## config.mk

```make
export PLATFORM = sky130hd
export DESIGN_NAME = ro_freq_meter
export DESIGN_NICKNAME = d
export VERILOG_FILES = /design/src/rtl/ro_freq_meter.sv
export SDC_FILE = /design/constraint.sdc
export NUM_CORES = 1
export LEC_CHECK = 0
export ABC_AREA = 0
export CORE_AREA = 2 2 96 98
export CTS_CLUSTER_DIAMETER = 60
export CTS_CLUSTER_SIZE = 28
export DETAILED_ROUTE_END_ITERATION = 8
export DIE_AREA = 0 0 98 100
export HOLD_SLACK_MARGIN = 0.05
export PLACE_DENSITY = 0.83
export RECOVER_POWER = 25
export SYNTH_ARGS = -nofsm -noshare
export SYNTH_HDL_FRONTEND = slang
export SYNTH_SLANG_ARGS = --single-unit
```

## constraint.sdc

```tcl
create_clock -name CLK -period 3 [get_ports CLK]
set_input_delay 0.6 -clock CLK [delete_from_list [all_inputs] [get_ports CLK]]
set_output_delay 0.6 -clock CLK [all_outputs]
set_load 0.03 [all_outputs]
```

## src/rtl/ro_freq_meter.sv

```systemverilog
// rtl/ro_freq_meter.sv - ring-oscillator frequency meter: counts synchronized RO rising edges
// over a programmable window of CLK cycles.
module ro_freq_meter #(
  parameter int CW = 20,
  parameter int WW = 16
) (
  input  logic          CLK,
  input  logic          RESET_B,
  input  logic          RO_IN,
  input  logic          START,
  input  logic          ABORT,
  input  logic [WW-1:0] WINDOW,
  output logic          BUSY,
  output logic          DONE,
  output logic [CW-1:0] COUNT,
  output logic          OVF
);

  typedef enum logic [1:0] {S_IDLE, S_ARM, S_GATE, S_FIN} state_t;

  state_t        r_state;
  state_t        w_next;
  logic          r_s1;
  logic          r_s2;
  logic          r_s3;
  logic          w_edge;
  logic [WW-1:0] r_wlen;
  logic [WW-1:0] r_tmr;
  logic [CW-1:0] r_cnt;
  logic          r_ovf;
  logic [CW-1:0] w_cnt_nxt;
  logic          w_ovf_nxt;
  logic [CW-1:0] r_count;
  logic          r_ovf_out;

  always_ff @(posedge CLK or negedge RESET_B) begin
    if (!RESET_B) begin
      r_s1 <= 1'b0;
      r_s2 <= 1'b0;
      r_s3 <= 1'b0;
    end else begin
      r_s1 <= RO_IN;
      r_s2 <= r_s1;
      r_s3 <= r_s2;
    end
  end

  assign w_edge = r_s2 & ~r_s3;

  always_ff @(posedge CLK or negedge RESET_B) begin
    if (!RESET_B) r_state <= S_IDLE;
    else          r_state <= w_next;
  end

  // r_tmr is shared: ARM counts 1->0, GATE counts wlen-1 -> 0.
  always_comb begin
    w_next = r_state;
    case (r_state)
      S_IDLE: if (START) w_next = S_ARM;
      S_ARM: begin
        if (ABORT)              w_next = S_IDLE;
        else if (r_tmr == '0)   w_next = (r_wlen == '0) ? S_FIN : S_GATE;
      end
      S_GATE: begin
        if (ABORT)              w_next = S_IDLE;
        else if (r_tmr == '0)   w_next = S_FIN;
      end
      S_FIN:   w_next = S_IDLE;
      default: w_next = S_IDLE;
    endcase
  end

  always_comb begin
    w_cnt_nxt = r_cnt;
    w_ovf_nxt = r_ovf;
    if (r_state == S_GATE && w_edge) begin
      if (r_cnt == {CW{1'b1}}) w_ovf_nxt = 1'b1;
      else                     w_cnt_nxt = r_cnt + 1'b1;
    end
  end

  always_ff @(posedge CLK or negedge RESET_B) begin
    if (!RESET_B) begin
      r_wlen    <= '0;
      r_tmr     <= '0;
      r_cnt     <= '0;
      r_ovf     <= 1'b0;
      r_count   <= '0;
      r_ovf_out <= 1'b0;
    end else begin
      case (r_state)
        S_IDLE: begin
          if (START) begin
            r_wlen <= WINDOW;
            r_cnt  <= '0;
            r_ovf  <= 1'b0;
            r_tmr  <= WW'(1);
          end
        end
        S_ARM: begin
          if (r_tmr == '0) r_tmr <= r_wlen - 1'b1;
          else             r_tmr <= r_tmr - 1'b1;
        end
        S_GATE: begin
          r_cnt <= w_cnt_nxt;
          r_ovf <= w_ovf_nxt;
          r_tmr <= r_tmr - 1'b1;
        end
        default: ;
      endcase
      // Result registers load on entry to FIN so they are valid alongside DONE.
      if (w_next == S_FIN && r_state != S_FIN) begin
        r_count   <= w_cnt_nxt;
        r_ovf_out <= w_ovf_nxt;
      end
    end
  end

  assign BUSY  = (r_state == S_ARM) || (r_state == S_GATE);
  assign DONE  = (r_state == S_FIN);
  assign COUNT = r_count;
  assign OVF   = r_ovf_out;

endmodule

```

==> results of run 1 <==
metrics by stage:
stage               power (mW)  setup WS (ns)  utilization [%]  hold slack, ns  area (um^2)
finish                   4.340         0.3099            60.48          0.3508         5376
global route             4.619         0.1748            60.48          0.3532         5376
CTS                      4.319         0.3295            60.51          0.3518         5379
detailed placement       3.594         0.3427            58.62          0.3347         5211
global placement         3.537         0.4257            58.62          0.3338         5211
floorplan                2.921         0.6383                -          0.3044         4668
cell families after synthesis:
group                      after synthesis  share of synthesized area, %
AOI/OAI and AO/OA                      116                         16.89
xor gates and xnor gates                24                         4.503
adders and majority gates                8                         2.144
buffers and inverters                   46                         4.369
DFF                                     79                         42.35
muxes                                   35                         9.515
and+or+nand+nor                        167                         20.24
cells in the mapped netlist, types with 4 or more instances:
cell and instances:
a211oi_1 5, a21oi_1 21, a22oi_1 4, a31oi_1 6
and2_1 5, and4_1 5, clkbuf_1 16, dfrtp_1 79
ha_1 8, inv_1 24, mux2_2 19, mux2_4 14
nand2_1 34, nand2b_1 5, nand3_1 19, nand4_1 13
nor2_1 16, nor3_1 15, nor4_1 13, o211ai_1 11
o21a_1 4, o21ai_0 28, or3_1 13, or4_1 8
xnor2_1 19, xor2_1 5
per-layer routing:
metal / up-vias / share of wire [%] / global-route usage (%)
met2: 193 / 47 / 37.93
li1: 1857 / - / -
met5: - / 0 / 0
met3: 28 / 7.4 / 4.387
met1: 1898 / 44 / 32.76
met4: 0 / 2.4 / 10.26
power by group:
group          switching [mW]  total, mW  internal [mW]
registers               0.324       1.63           1.31
logic                    1.16       1.99          0.828
clock network           0.396      0.719          0.323
total                    1.88       4.34           2.46
sequential cells by signal, indices dropped and copies added (netlist names):
name     flops
r_cnt       20
r_state      2
r_s2         1
r_s1         1
OVF          1
r_tmr       16
r_ovf        1
COUNT       20
r_wlen      16
r_s3         1
final cells by class:
cell class / instances / area [um^2]
fillers: 733 / 3513
flip-flops and latches: 79 / 1977
inverters: 24 / 90.09
repair buffers: 55 / 515.5
clock inverters: 3 / 18.77
clock buffers: 13 / 148.9
multi-input cells: 350 / 2487
well taps: 111 / 138.9
worst max path at each step:
stage / start / to / slack, ns / cells past startpoint
finish: r_state[0] / COUNT[14] / 0.31 / 7
global route: r_state[0] / COUNT[14] / 0.17 / 7
CTS: r_wlen[4] / COUNT[14] / 0.33 / 5
detailed placement: r_wlen[4] / COUNT[14] / 0.34 / 5
global placement: r_wlen[4] / COUNT[14] / 0.43 / 5
floorplan: r_wlen[4] / COUNT[0] / 0.64 / 7
==> metrics.yaml, run 1 <==
grt_pass1_wl_um: 18890
post-route-period-util_pct: 89.67
cts-root-buf: "clkbuf_8"
synth-edff-count: 0
synth_area_um2: 4668
criticalPathCategory: "reg2reg"
seq_area_frac_synth_pct: 42.35
hold_violations: 0
rsz0062_at_grt: "false"
synth_fp_nets: 504
path_cells: "inv_1 -> ha_1 -> or2_2 -> nand4_1 -> o21ai_1 -> a21o_4 -> mux2_2"
hold-path-endpoint: "r_s2"
cts_setup_buffers: 0
crit_path_start_kind: "register"
drt_iter0_markers: 387
syn_inst: 475
hold_start: "r_s1"
setup_tns_ns: 0
violations: "capacitance limit, slew limit"
grt_max_degree: 80
status: "finished with violations"
mostFrequentLayoutCells: "dfrtp_1 (79), clkdlybuf4s50_1 (41), nand2_1 (34)"
critPathMaxStageDelay_ns: 0.48
synth-seq-cells: 79
yosys_warnings: 0
cts.clk_slew.worst_paths_ns: 0.07
start_util_pct: 52.51
grt_pass1_vias: 3818
r2r_cells: 7
async_flop_share_pct: 100.0
clkSinkCount: 79
num_rows: 35
layoutNonFillerInstCount: 635
min_delay_path_depth: 0
critPathTopFamily: "compound AO/OA/AOI/OAI gates"
drt-total-wl_um: 11310
ioPinCount: 44
required_ns: 3.25
clockBufferDepth: 2
fin_skew_ns: 0.01124
antenna_found_initial: 0
clock.fmax_mhz: 371.7
n_antenna_cell: 0
crit_slowest_cell: "dfrtp_1"
synth_top_flop_cell: "dfrtp_1"
hold_path.class: "reg2reg"
dr.pass1.iters: 5
yosys.area.top_type: "dfrtp_1"
final_common_cell: "dfrtp_1"
place_hpwl_um: 7988
worst-path-buf-inv: 1
die-area_um2: 9800
gp_congestion: 0.9372
synth_cell_types: 64
cts_resized: 0
htreeDepth: 3
end_kind: "register"
drive_gt1_share_pct: 13.55
min_period_ns: 2.690
cts_tree: "built"
cts_buffers: 9
leakage_nw: 2.187
yosys-top-cells-area: "dfrtp_1 (42%), mux2_2 (4.6%), mux2_4 (4.5%), xnor2_1 (3.6%), o21ai_0 (3.0%)"
wl_per_cell_um: 17.81
r2r_slack_ns: 0.31
finalMaxSlewViolations: 80
avgViaCountPerCell: 6.261
worstReg2RegStart: "r_state[0]"
cap_viol_max_count: 1
setup_violations: 0
ir_drop_v: 0.0005163
synth_top_area_share_pct: 42.35
relSlewSlack_pct: -28.51
portBuffers: 43
clock_latency_ns: 0.37
final_nets: 548
vias: 3976
r2r_end: "COUNT[14]"
die_h_um: 100
placed_cells: 619
worst_pin_slew_ns: 1.928
die_w_um: 98
ant_nets: 0
cts_hold_buffers: 0
arrival_ns: 2.94
globalRouteTotalUtil_pct: 24.01
power_density_nw_per_um2: 807.2
syn_to_final_growth_pct: 15.17
drc: 0
core_um2: 8890
critical_path.max_fanout: 21
grt-ovfl-total: 0
syn_avg_cell_area_um2: 9.828
Note: power is estimated with default switching activity, not from simulation.
==> run 2, diff against run 1 <==
--- a/config.mk
+++ b/config.mk
@@ -8,7 +8,6 @@
 export ABC_AREA = 0
 export CORE_AREA = 2 2 96 98
 export CTS_CLUSTER_DIAMETER = 60
-export CTS_CLUSTER_SIZE = 28
 export DETAILED_ROUTE_END_ITERATION = 8
 export DIE_AREA = 0 0 98 100
 export HOLD_SLACK_MARGIN = 0.05
==> results of run 2 <==
Same layout as run 1: the final DEF is identical, and so are final timing and power.
==> run 3, diff against run 2 <==
--- a/config.mk
+++ b/config.mk
@@ -7,12 +7,13 @@
 export LEC_CHECK = 0
 export ABC_AREA = 0
 export CORE_AREA = 2 2 96 98
-export CTS_CLUSTER_DIAMETER = 60
+export CTS_CLUSTER_DIAMETER = 150
 export DETAILED_ROUTE_END_ITERATION = 8
 export DIE_AREA = 0 0 98 100
 export HOLD_SLACK_MARGIN = 0.05
 export PLACE_DENSITY = 0.83
 export RECOVER_POWER = 25
+export SETUP_SLACK_MARGIN = 0.3
 export SYNTH_ARGS = -nofsm -noshare
 export SYNTH_HDL_FRONTEND = slang
 export SYNTH_SLANG_ARGS = --single-unit
==> run 3 against run 2 <==
Sequential power is essentially flat. Worst hold slack is essentially flat. Largest power group unchanged. Combinational power is essentially flat. The run still ends with capacitance limit, slew limit left. Die area is the same. Final area grew 0.28%. Routed wire length grew 1.5%. Count of clock-buffer cells in the layout is the same.
==> metrics.yaml, run 3 (synthesized netlist as in run 1, its figures left out) <==
cts-root-buf: "clkbuf_8"  # unchanged
cts.clk_slew.worst_paths_ns: 0.08  # was 0.07 ns
fin_util_pct: 60.65  # was 60.48%
grt_max_degree: 80  # unchanged
clock.fmax_mhz: 380.8  # was 371.7 MHz
drt_iter0_markers: 398  # was 387
htreeDepth: 3  # unchanged
arrival_ns: 2.88  # was 2.94 ns
path_cells: "or4_1 -> or2_4 -> o31ai_4 -> a21o_2 -> mux2_4"  # was inv_1 -> ha_1 -> or2_2 -> nand4_1 -> o21ai_1 -> a21o_4 -> mux2_2
worst_pin_slew_ns: 1.945  # was 1.928 ns
grt_pass1_wl_um: 18890  # unchanged
vias: 4019  # was 3976
die-area_um2: 9800  # unchanged
start_util_pct: 52.51  # unchanged
n_fill_cell: 729  # was 733
clkSinkCount: 79  # unchanged
num_rows: 35  # unchanged
end_kind: "register"  # unchanged
cap_viol_max_count: 1  # unchanged
portBuffers: 43  # unchanged
setup_tns_ns: 0  # unchanged
placed_cells: 619  # unchanged
fin_ws_ns: 0.3742  # was 0.3099 ns
violations: "capacitance limit, slew limit"  # unchanged
crit_path_start_kind: "register"  # unchanged
relSlewSlack_pct: -29.66  # was -28.51%
ant_nets: 0  # unchanged
crit_slowest_cell: "or4_1"  # was dfrtp_1
place_hpwl_um: 7988  # unchanged
die_w_um: 98  # unchanged
clock_latency_ns: 0.36  # was 0.37 ns
dp_slack_ns: 0.3427  # unchanged
cts_tree: "built"  # unchanged
layoutNonFillerInstCount: 636  # was 635
die_h_um: 100  # unchanged
antenna_found_initial: 0  # unchanged
leakage_nw: 2.196  # was 2.187 nW
post-route-period-util_pct: 87.53  # was 89.67%
r2r_slack_ns: 0.37  # was 0.31 ns
dr.pass1.iters: 5  # unchanged
gp_congestion: 0.9372  # unchanged
grt_pass1_vias: 3818  # unchanged
drc: 0  # unchanged
clockBufferDepth: 2  # unchanged
drt-total-wl_um: 11480  # was 11310 um
globalRouteTotalUtil_pct: 24.01  # unchanged
cts_buffers: 9  # unchanged
status: "finished with violations"  # unchanged
final_nets: 549  # was 548
avgViaCountPerCell: 6.319  # was 6.261
critical_path.max_fanout: 10  # was 21
final_common_cell: "dfrtp_1"  # unchanged
criticalPathCategory: "reg2reg"  # unchanged
mostFrequentLayoutCells: "dfrtp_1 (79), clkdlybuf4s50_1 (41), nand2_1 (34)"  # unchanged
required_ns: 3.25  # about the same
n_antenna_cell: 0  # unchanged
rsz0062_at_grt: "true"  # was false
wl_per_cell_um: 18.05  # was 17.81 um
critPathMaxStageDelay_ns: 0.65  # was 0.48 ns
ir_drop_v: 0.0005155  # was 0.0005163 V
fin_skew_ns: 0.01074  # was 0.01124 ns
hold_violations: 0  # unchanged
hold_path.class: "reg2reg"  # unchanged
drive_gt1_share_pct: 14.10  # was 13.55%
setup_violations: 0  # unchanged
core_um2: 8890  # unchanged
ioPinCount: 44  # unchanged
grt-ovfl-total: 0  # unchanged
power_density_nw_per_um2: 807.5  # was 807.2 nW/um^2
min_period_ns: 2.626  # was 2.690 ns
finalMaxSlewViolations: 80  # unchanged
syn_to_final_growth_pct: 15.49  # was 15.17%
==> run 3: repair_timing <==
action,CTS,global route
setup endpoints to repair,0,16
hold buffers,0,0
buffers inserted,0,0
resized for setup,0,2
==> run 3: metal layers <==
layer | part of all wire, % | global-route usage (%) | wire, um | vias to the layer above
met5 | 0 | 0 | 0 | -
met4 | 2.2 | 10.26 | 250 | 0
met3 | 6.9 | 4.387 | 787 | 25
met2 | 47 | 37.93 | 5391 | 187
met1 | 44 | 32.76 | 5048 | 1945
li1 | - | - | - | 1862
==> run 3: area by class of cell <==
class / count / area, um^2 / area share [%]
Clock buffer: 13 / 148.9 / 2.762
Clock inverter: 3 / 18.77 / 0.3481
Inverter: 24 / 90.09 / 1.671
Multi-Input combinational cell: 351 / 2502 / 46.41
Sequential cell: 79 / 1977 / 36.67
Tap cell: 111 / 138.9 / 2.576
Timing Repair Buffer: 55 / 515.5 / 9.561
==> run 3: critical path: cells and delay by family, from the launching register on <==
kind,cells,cell delay [ns]
muxes,1,0.33
and+or+nand+nor,2,0.98
DFF,1,0.42
AOI/OAI and AO/OA,2,0.79
==> run 3: path summary, 6_finish.rpt <==
kind / start / to / cells after the start
setup / recovery: r_wlen[4] / COUNT[18] / 5
hold / removal: r_s1 / r_s2 / 0
setup reg to reg: r_wlen[4] / COUNT[18] / 5
hold reg to reg: r_s1 / r_s2 / 0
max in group asynchronous: RESET_B / r_tmr[6] / 1
min in group asynchronous: RESET_B / r_tmr[12] / 1
==> run 3: where the power goes <==
part / internal [mW] / switching, mW
logic: 0.829 / 1.17
clock network: 0.323 / 0.392
registers: 1.31 / 0.326
total: 2.46 / 1.89
==> run 3: metrics by stage <==
| step | area [um^2] | total power [mW] | hold slack, ns |
|---|---|---|---|
| CTS | 5379 | 4.319 | 0.3518 |
| finish | 5391 | 4.353 | 0.3509 |
| global route | 5391 | 4.630 | 0.3532 |
| floorplan | 4668 | 2.921 | 0.3044 |
| global placement | 5211 | 3.537 | 0.3338 |
| detailed placement | 5211 | 3.594 | 0.3347 |
